$ cat src/rtl/rr_bus_arbiter.sv
// Round-robin arbiter for the shared memory/ALU bus. One owner at a time, tenure
// bounded by MAX_HOLD, one-cycle turnaround, and timed-out requesters locked out
// until they drop their request.
module rr_bus_arbiter #(
  parameter int unsigned N_REQ    = 5,
  parameter int unsigned MAX_HOLD = 16,
  parameter int unsigned ID_W     = $clog2(N_REQ)
) (
  input  logic             clk,
  input  logic             reset,
  input  logic [N_REQ-1:0] req,
  output logic [N_REQ-1:0] gnt,
  output logic [ID_W-1:0]  gnt_id,
  output logic             busy,
  output logic             timeout,
  output logic [ID_W-1:0]  timeout_id
);

  localparam int unsigned CntW = $clog2(MAX_HOLD + 1);

  typedef enum logic [1:0] {StIdle, StGrant, StTurn} state_e;

  state_e           state_q, state_d;
  logic [ID_W-1:0]  ptr_q, ptr_d;
  logic [CntW-1:0]  hold_cnt_q, hold_cnt_d;
  logic [N_REQ-1:0] lockout_q, lockout_d;
  logic [N_REQ-1:0] gnt_q, gnt_d;
  logic [ID_W-1:0]  gnt_id_q, gnt_id_d;
  logic             timeout_q, timeout_d;
  logic [ID_W-1:0]  timeout_id_q, timeout_id_d;

  logic [N_REQ-1:0] elig;
  logic             win_found;
  logic [ID_W-1:0]  win_id;
  int unsigned      scan_idx;

  assign elig = req & ~lockout_q;

  // Pick the first eligible requester scanning upward from ptr, wrapping at N_REQ.
  always_comb begin
    win_found = 1'b0;
    win_id    = '0;
    scan_idx  = 0;
    for (int unsigned k = 0; k < N_REQ; k++) begin
      scan_idx = 32'(ptr_q) + k;
      if (scan_idx >= N_REQ) begin
        scan_idx = scan_idx - N_REQ;
      end
      if (!win_found && elig[scan_idx[ID_W-1:0]]) begin
        win_found = 1'b1;
        win_id    = scan_idx[ID_W-1:0];
      end
    end
  end

  // Next-state logic: arbitration, tenure bookkeeping, release and lockout.
  always_comb begin
    state_d      = state_q;
    ptr_d        = ptr_q;
    hold_cnt_d   = hold_cnt_q;
    gnt_d        = gnt_q;
    gnt_id_d     = gnt_id_q;
    timeout_d    = 1'b0;
    timeout_id_d = '0;
    // A dropped request always clears its lockout; the owner's timeout set below
    // cannot collide because the owner's req is high on that path.
    lockout_d    = lockout_q & req;

    unique case (state_q)
      StIdle: begin
        if (win_found) begin
          gnt_d      = {{(N_REQ-1){1'b0}}, 1'b1} << win_id;
          gnt_id_d   = win_id;
          hold_cnt_d = CntW'(1);
          state_d    = StGrant;
        end
      end
      StGrant: begin
        if (req[gnt_id_q] && (hold_cnt_q < CntW'(MAX_HOLD))) begin
          hold_cnt_d = hold_cnt_q + CntW'(1);
        end else begin
          gnt_d      = '0;
          gnt_id_d   = '0;
          hold_cnt_d = '0;
          ptr_d      = (gnt_id_q == ID_W'(N_REQ - 1)) ? '0 : gnt_id_q + ID_W'(1);
          state_d    = StTurn;
          if (req[gnt_id_q]) begin
            timeout_d           = 1'b1;
            timeout_id_d        = gnt_id_q;
            lockout_d[gnt_id_q] = 1'b1;
          end
        end
      end
      StTurn: begin
        state_d = StIdle;
      end
      default: begin
        state_d = StIdle;
      end
    endcase
  end

  // State and registered outputs, synchronous reset.
  always_ff @(posedge clk) begin
    if (reset) begin
      state_q      <= StIdle;
      ptr_q        <= '0;
      hold_cnt_q   <= '0;
      lockout_q    <= '0;
      gnt_q        <= '0;
      gnt_id_q     <= '0;
      timeout_q    <= 1'b0;
      timeout_id_q <= '0;
    end else begin
      state_q      <= state_d;
      ptr_q        <= ptr_d;
      hold_cnt_q   <= hold_cnt_d;
      lockout_q    <= lockout_d;
      gnt_q        <= gnt_d;
      gnt_id_q     <= gnt_id_d;
      timeout_q    <= timeout_d;
      timeout_id_q <= timeout_id_d;
    end
  end

  assign gnt        = gnt_q;
  assign gnt_id     = gnt_id_q;
  assign busy       = |gnt_q;
  assign timeout    = timeout_q;
  assign timeout_id = timeout_id_q;

endmodule

$ cat config.mk
export PLATFORM = sky130hd
export DESIGN_NAME = rr_bus_arbiter
export DESIGN_NICKNAME = d
export VERILOG_FILES = /design/src/rtl/rr_bus_arbiter.sv
export SDC_FILE = /design/constraint.sdc
export NUM_CORES = 1
export LEC_CHECK = 0
export ABC_AREA = 1
export CELL_PAD_IN_SITES_DETAIL_PLACEMENT = 0
export CELL_PAD_IN_SITES_GLOBAL_PLACEMENT = 1
export CORE_ASPECT_RATIO = 1.2
export CORE_MARGIN = 5
export CORE_UTILIZATION = 40
export DETAILED_ROUTE_END_ITERATION = 10
export PLACE_DENSITY = 0.81
export REMOVE_ABC_BUFFERS = 1
export SETUP_SLACK_MARGIN = 0.05
export SYNTH_ARGS = -nofsm -noshare
export SYNTH_HDL_FRONTEND = slang
export SYNTH_SLANG_ARGS = --single-unit
$ cat constraint.sdc
create_clock -name clk -period 2.76 [get_ports clk]
set_input_delay 0.552 -clock clk [delete_from_list [all_inputs] [get_ports clk]]
set_output_delay 0.552 -clock clk [all_outputs]
set_load 0.02 [all_outputs]
==> results of run 1 <==
critical path, delay by kind of cell, from the launching register on:
kind	cells	cell delay (ns)
adder cells (fa/ha/maj)	1	0.38
AND/OR/NAND/NOR	10	1.05
AO/OA/AOI/OAI	2	0.23
flip-flops	1	0.55
buffers and inverters	2	0.26
power by group:
group / leakage (nW) / switching (W) / total [W] / internal, W
logic: 0.929 / 0.00117 / 0.00181 / 0.000633
registers: 0.219 / 0.0000675 / 0.000534 / 0.000467
clock network: 0.0255 / 0.000126 / 0.000227 / 0.000101
final cells by class:
cell class | instances | area share [%]
multi-input cells | 250 | 55.8
flip-flops and latches | 27 | 21.4
repair buffers | 27 | 10.0
inverters | 53 | 7.87
well taps | 62 | 3.07
clock buffers | 3 | 1.63
clock inverters | 1 | 0.198
logic make-up (layout without fill, tap and decap cells):
family / after synthesis / in the layout / share of synthesized area (%)
flip-flops: 27 / 27 / 25.6
adder cells (fa/ha/maj): 12 / 12 / 7.47
XOR/XNOR: 3 / 3 / 1.25
AO/OA/AOI/OAI: 38 / 38 / 10.7
buffers and inverters: 56 / 84 / 10.5
AND/OR/NAND/NOR: 197 / 197 / 44.4
cells in the final DEF (no fill, tap or decap), drive strengths merged:
master / instances
o22ai: 2
dfxtp: 27
nand2: 92
nor2: 30
a32o: 2
buf: 8
nand4: 18
nor3: 4
a21oi: 10
fa: 1
o211ai: 2
inv: 53
clkinv: 1
nand3: 50
xnor2: 2
clkdlybuf4s50: 19
and2: 1
ha: 11
or2: 1
xor2: 1
o2111ai: 1
clkbuf: 3
o21ai: 21
nor4: 1
flip-flops by register name, indices dropped and copies added, names as in the netlist:
name        flops
gnt             5
gnt_id          3
hold_cnt_q      5
lockout_q       5
ptr_q           3
state_q         2
timeout         1
timeout_id      3
routing by layer:
layer / track usage, % / share of wire, % / vias up / routed length, um
met1: 18.9 / 43 / 989 / 2400
li1: - / - / 1153 / -
met3: 1.71 / 1.9 / 13 / 109
met2: 32.2 / 53 / 26 / 2970
met4: 7.15 / 2.5 / 0 / 139
met5: 0 / 0 / - / 0
stage by stage:
stage	instances	setup TNS (ns)	instance area, um2	worst slack [ns]
final	423	0	2530	0.223
after CTS	422	0	2450	0.0700
after global placement	418	0	2410	0.0282
after global routing	423	0	2530	0.0222
after detailed placement	418	-0.0149	2410	-0.0149
after floorplan	330	0	2090	0.117
worst max path at each step:
stage	end	slack, ns
finish	gnt_id[2]$_SDFFE_PP0P_	0.22
global route	gnt[1]$_SDFFE_PP0P_	0.02
CTS	gnt[1]$_SDFFE_PP0P_	0.07
detailed placement	gnt[1]$_SDFFE_PP0P_	-0.01
global placement	gnt[1]$_SDFFE_PP0P_	0.03
floorplan	gnt_id[2]$_SDFFE_PP0P_	0.12
repair_timing:
action / in CTS / in global routing
pin swaps: 0 / 2
endpoints found under the setup margin: 1 / 13
gates resized for setup: 2 / 25
setup buffers: 0 / 1
hold buffers: 0 / 0
==> summary.md, run 1 <==
| Metric | Value |
|---|---|
| Status | complete, no violations |
| Min-delay worst type | flip-flop to flip-flop |
| First-pass GRT wire length | roughly 9500 um |
| I/O Pins | 20 |
| Critical Path Start | ptr_q[2]$_SDFFE_PP0P_ |
| Largest net degree at the start of global routing | 16 |
| Final core occ | a little under 50% |
| Min cycle time layout | 2.54 ns |
| Area of the multi-input gates | roughly 1400 um2 |
| R2R Path Start | ptr_q[2]$_SDFFE_PP0P_ |
| Area of the mapped netlist | 2110 um2 |
| N_diodes | 0 |
| Hold Crit Depth | 2 |
| Post-synth top area cell | dfxtp_1 |
| Post-synth top flop | dfxtp_1 |
| WHS Endpoint | lockout_q[2]$_SDFF_PP0_ |
| Static Leakage | 1.17 nW |
| Crit path arrival time | 2.75 ns |
| Fraction of layout cells with a size suffix above 1 | between 15 and 20% |
| Post-synth cell types | 31 |
| GRT Residual Overflow | 0 |
| Placer Congestion | between 0.8 and 0.9 |
| DRC errors left | 0 |
| Sequential cell area | approximately 540 um2 |
| PD cells | 1020 nW/um2 |
| Max-slew violation count | 0 |
| RSZ-0062 raised after global routing | true |
| Worst-Skew Late Latency | 0.28 ns |
| Cell Rows | 29 |
| Synth area leaders | dfxtp_1, nand2_1, nand3_1 |
| Max-Cap Viols | 0 |
| HP Start | lockout_q[2]$_SDFF_PP0_ |
| CORE AREA | 5190 um2 |
| YS warnings | 0 |
| Clk root buf | clkbuf_8 |
| PortBufs | 19 |
| Clock skew | around 0.0072 ns |
| Most frequent cell after synthesis | nand2_1 |
| Sequential fraction of the synthesis area | 25.6% |
| Worst-margin pin slew | 0.404 ns |
| Vias in the first global route | 2178 |
| Hold WS | ~0.47 ns |
| Overall Power | 0.00257 W |
| Die X | 76.3 um |
| Avg Cell Area, Syn | between 6 and 7 um2 |
| Starting density of the core | 40.7% |
| Peak VDD IR | ~0.00054 V |
| Worst Setup End Kind | flip-flop |
| TritonCTS clock tree | built |
| DRT antenna net count | 0 |
| Crit path largest cell delay | 0.55 ns |
| Synthesized flop and latch total | 27 |
| Async set-reset flop share out of synthesis | 0% |
| Cells after synthesis | 333 |
| Initial DRC count | 136 |
| Fin. Hold Viols | 0 |
| Via count | about 2200 |
| CTS buffer count | 3 |
| WS Path Type | flip-flop to flip-flop |
| Setup-violating endpoint count in the final report | 0 |
| Crit-path slowest cell | dfxtp_1 |
| Fin crit share | 91.9% |
| Clock Sink Count | 27 |
| Mean routed wirelength per cell | 13.3 um |
| Reg-to-reg endpoint | gnt_id[2]$_SDFFE_PP0P_ |
| GR Util All Layers | ~17% |
| CP max FO | 7 |
| H-tree level count | 1 |
| Vias/cell | just over 5 |
| Synth cell count leaders | nand2_1, inv_1, nand3_1 |
| Reg clk slew, reported paths | 0.09 ns |
| R2R setup slack | 0.22 ns |
| Layout area overhead | 19.9% |
| R2R cell count | 15 |
| Detailed-route wire length | ~5600 um |
| Filler cells | 559 |
| Nets | around 380 |
| Critical path launch point type | flip-flop |
| Slew Limit Headroom | 73.0% |
| FMAX | slightly below 0.4 GHz |
| Initial antenna violation count | 0 |
| EDFF count, synth | 0 |
| First-pass iteration count of the detailed router | 4 |
| CP dominant cell by count | nand2_4 |
| Clk buf depth | 2 |
| Worst-path cell chain | inv_2 -> ha_1 -> inv_2 -> o21ai_0 -> nand2_1 -> nand3_1 -> nand2_2 -> nand3_1 -> nor2_4 -> nand3_2 -> nand2_4 -> nand2_4 -> nand2_4 -> nand2_4 -> o21ai_1 |
| Die area | 6830 um2 |
| Area share of the largest cell type after synthesis | 25.6% |
| Hpwl dp | between 4000 and 5000 um |
| Req. time, crit path | around 3.0 ns |
| Die Span Y | about 90 um |
Note: power is estimated with default switching activity, not from simulation.
==> run 2: changes to the inputs <==
RECOVER_POWER = 100   (was not set)
==> summary.md, run 2 (synthesis results as in run 1) <==
| Metric | Value |
|---|---|
| Status | complete, no violations |
| PortBufs | 19 (unchanged) |
| H-tree level count | 1 (unchanged) |
| Mean routed wirelength per cell | 13.3 um (+0.57%) |
| Placed instance count | 418 (unchanged) |
| First-pass iteration count of the detailed router | 5 (+1) |
| Layout area overhead | 19.5% |
| Vias/cell | 5.18 (+0.46%) |
| First-pass GRT wire length | 9490 um (unchanged) |
| Setup-violating endpoint count in the final report | 0 (unchanged) |
| Largest net degree at the start of global routing | 16 (unchanged) |
| PD cells | 1010 nW/um2 (-0.69%) |
| Final core occ | 48.6% (-0.14 points) |
| CP dominant cell by count | nand2_4 |
| TritonCTS clock tree | built |
| Clk root buf | clkbuf_8 |
| Crit path largest cell delay | 0.55 ns (about the same) |
| WS Path Type | flip-flop to flip-flop |
| Initial antenna violation count | 0 (unchanged) |
| Max-Cap Viols | 0 (unchanged) |
| Placer Congestion | 0.872 (unchanged) |
| Post-CTS Hold Buffers | 0 (unchanged) |
| Fin crit share | 92.2% (+0.28 points) |
| DRC errors left | 0 (unchanged) |
| Clock Sink Count | 27 (unchanged) |
| Worst Setup End Kind | flip-flop |
| Filler cells | 561 (+0.36%) |
| I/O Pins | 20 (unchanged) |
| Die X | 76.3 um (unchanged) |
| Worst-margin pin slew | 0.409 ns (+0.00490 ns) |
| Die area | 6830 um2 (unchanged) |
| GRT Residual Overflow | 0 (unchanged) |
| Fraction of layout cells with a size suffix above 1 | 15.5% (-0.55 points) |
| Cell Rows | 29 (unchanged) |
| Initial DRC count | 141 (+3.7%) |
| Final Non-Filler Cells | 423 (unchanged) |
| Clock skew | 0.00686 ns (-0.000369 ns) |
| CP max FO | 7 (unchanged) |
| Slew Limit Headroom | 72.7% (-0.33 points) |
| Vias in the first global route | 2178 (unchanged) |
| Reg clk slew, reported paths | 0.10 ns (about the same) |
| FMAX | 0.393 GHz (-0.30%) |
| Max-slew violation count | 0 (unchanged) |
| Worst Path Buf+Inv | 2 (unchanged) |
| Hpwl dp | 4600 um (unchanged) |
| Peak VDD IR | 0.000537 V (+0.19%) |
| Static Leakage | 1.21 nW (+2.9%) |
| N_diodes | 0 (unchanged) |
| Worst-Skew Late Latency | 0.28 ns (about the same) |
| Min-delay worst type | flip-flop to flip-flop |
| Detailed-route wire length | 5640 um (+0.57%) |
| Clk buf depth | 2 (unchanged) |
| Via count | 2191 (+0.46%) |
| Crit path arrival time | 2.76 ns (about the same) |
| DRT antenna net count | 0 (unchanged) |
| Req. time, crit path | 2.98 ns (about the same) |
| Worst-path cell chain | inv_2 -> ha_1 -> inv_2 -> o21ai_0 -> nand2_1 -> nand3_1 -> nand2_2 -> nand3_1 -> nor2_4 -> nand3_2 -> nand2_4 -> nand2_4 -> nand2_4 -> nand2_4 -> o21ai_0 |
| Most frequent cells in the layout | nand2_1, inv_1, nand3_1, dfxtp_1, nor2_1 |
| Crit-path slowest cell | dfxtp_1 |
| Nets | 381 (unchanged) |
| Fin. Hold Viols | 0 (unchanged) |
| GR Util All Layers | 16.8% (unchanged) |
| Min cycle time layout | 2.55 ns (+0.00771 ns) |
| Most common cell after layout, fill and taps aside | nand2_1 |
| Critical path launch point type | flip-flop |
| CTS buffer count | 3 (unchanged) |
| RSZ-0062 raised after global routing | true |
| CORE AREA | 5190 um2 (unchanged) |
| Starting density of the core | 40.7% (unchanged) |
| Worst path top cell family by delay | simple AND/OR/NAND/NOR gates |
| Die Span Y | 89.6 um (unchanged) |
==> run 2: cell types whose count changed in the layout (fill, tap and decap cells not counted), sizes merged <==
| cell | previous run | this run |
|---|---|---|
| dlygate4sd3 | 0 | 13 |
| clkdlybuf4s50 | 19 | 6 |
| clkbuf | 3 | 4 |
| buf | 8 | 7 |
==> run 2: worst min-delay path, delay by kind of cell (launching register included) <==
family	cells	cell delay [ns]
compound gates	1	0.05
flops	1	0.32
simple gates	1	0.06
==> run 2: path summary, 6_finish.rpt <==
check | slack [ns] | startpoint | endpoint | cells past startpoint
hold / removal | 0.47 | lockout_q[2]$_SDFF_PP0_ | lockout_q[2]$_SDFF_PP0_ | 2
setup / recovery | 0.21 | ptr_q[2]$_SDFFE_PP0P_ | gnt[4]$_SDFFE_PP0P_ | 15
hold reg to reg | 0.47 | lockout_q[2]$_SDFF_PP0_ | lockout_q[2]$_SDFF_PP0_ | 2
setup reg to reg | 0.21 | ptr_q[2]$_SDFFE_PP0P_ | gnt[4]$_SDFFE_PP0P_ | 15
==> run 2: what timing repair did <==
item | CTS | global route
pin swaps | 0 | 2
cloned | 0 | 0
resized for setup | 2 | 25
setup buffers | 0 | 1
endpoints found under the setup margin | 1 | 13
==> run 2: layer usage <==
layer	up-vias	routed length, um	GRT usage (%)
met4	0	141	7.15
li1	1153	-	-
met1	997	2440	18.9
met2	28	2940	32.2
met3	13	114	1.71
met5	-	0	0
==> run 2: power breakdown <==
part | internal, W | switching [W] | leakage, nW
Clock | 0.000101 | 0.000128 | 0.0255
Sequential | 0.000467 | 0.0000666 | 0.219
Combinational | 0.000610 | 0.00117 | 0.964
Total | 0.00118 | 0.00137 | 1.21
==> run 2: layout make-up <==
class                           instances  area (um2)  share of cell area, %
Inverter                               53         199                   7.89
Sequential cell                        27         541                   21.4
Timing Repair Buffer                   27         250                   9.93
Tap cell                               62        77.6                   3.08
Clock inverter                          1        5.00                  0.199
Multi-Input combinational cell        250        1410                   55.8
Clock buffer                            3        41.3                   1.64
==> run 2: through the flow <==
step                      hold WS, ns  setup WS (ns)  power [W]  setup TNS [ns]  instance area [um2]
final                           0.470          0.215    0.00254               0                 2520
after floorplan                 0.438          0.117    0.00179               0                 2090
after global placement          0.455         0.0282    0.00226               0                 2410
after CTS                       0.470         0.0700    0.00248               0                 2450
after detailed placement        0.455        -0.0149    0.00225         -0.0149                 2410
after global routing            0.513         0.0183    0.00280               0                 2520
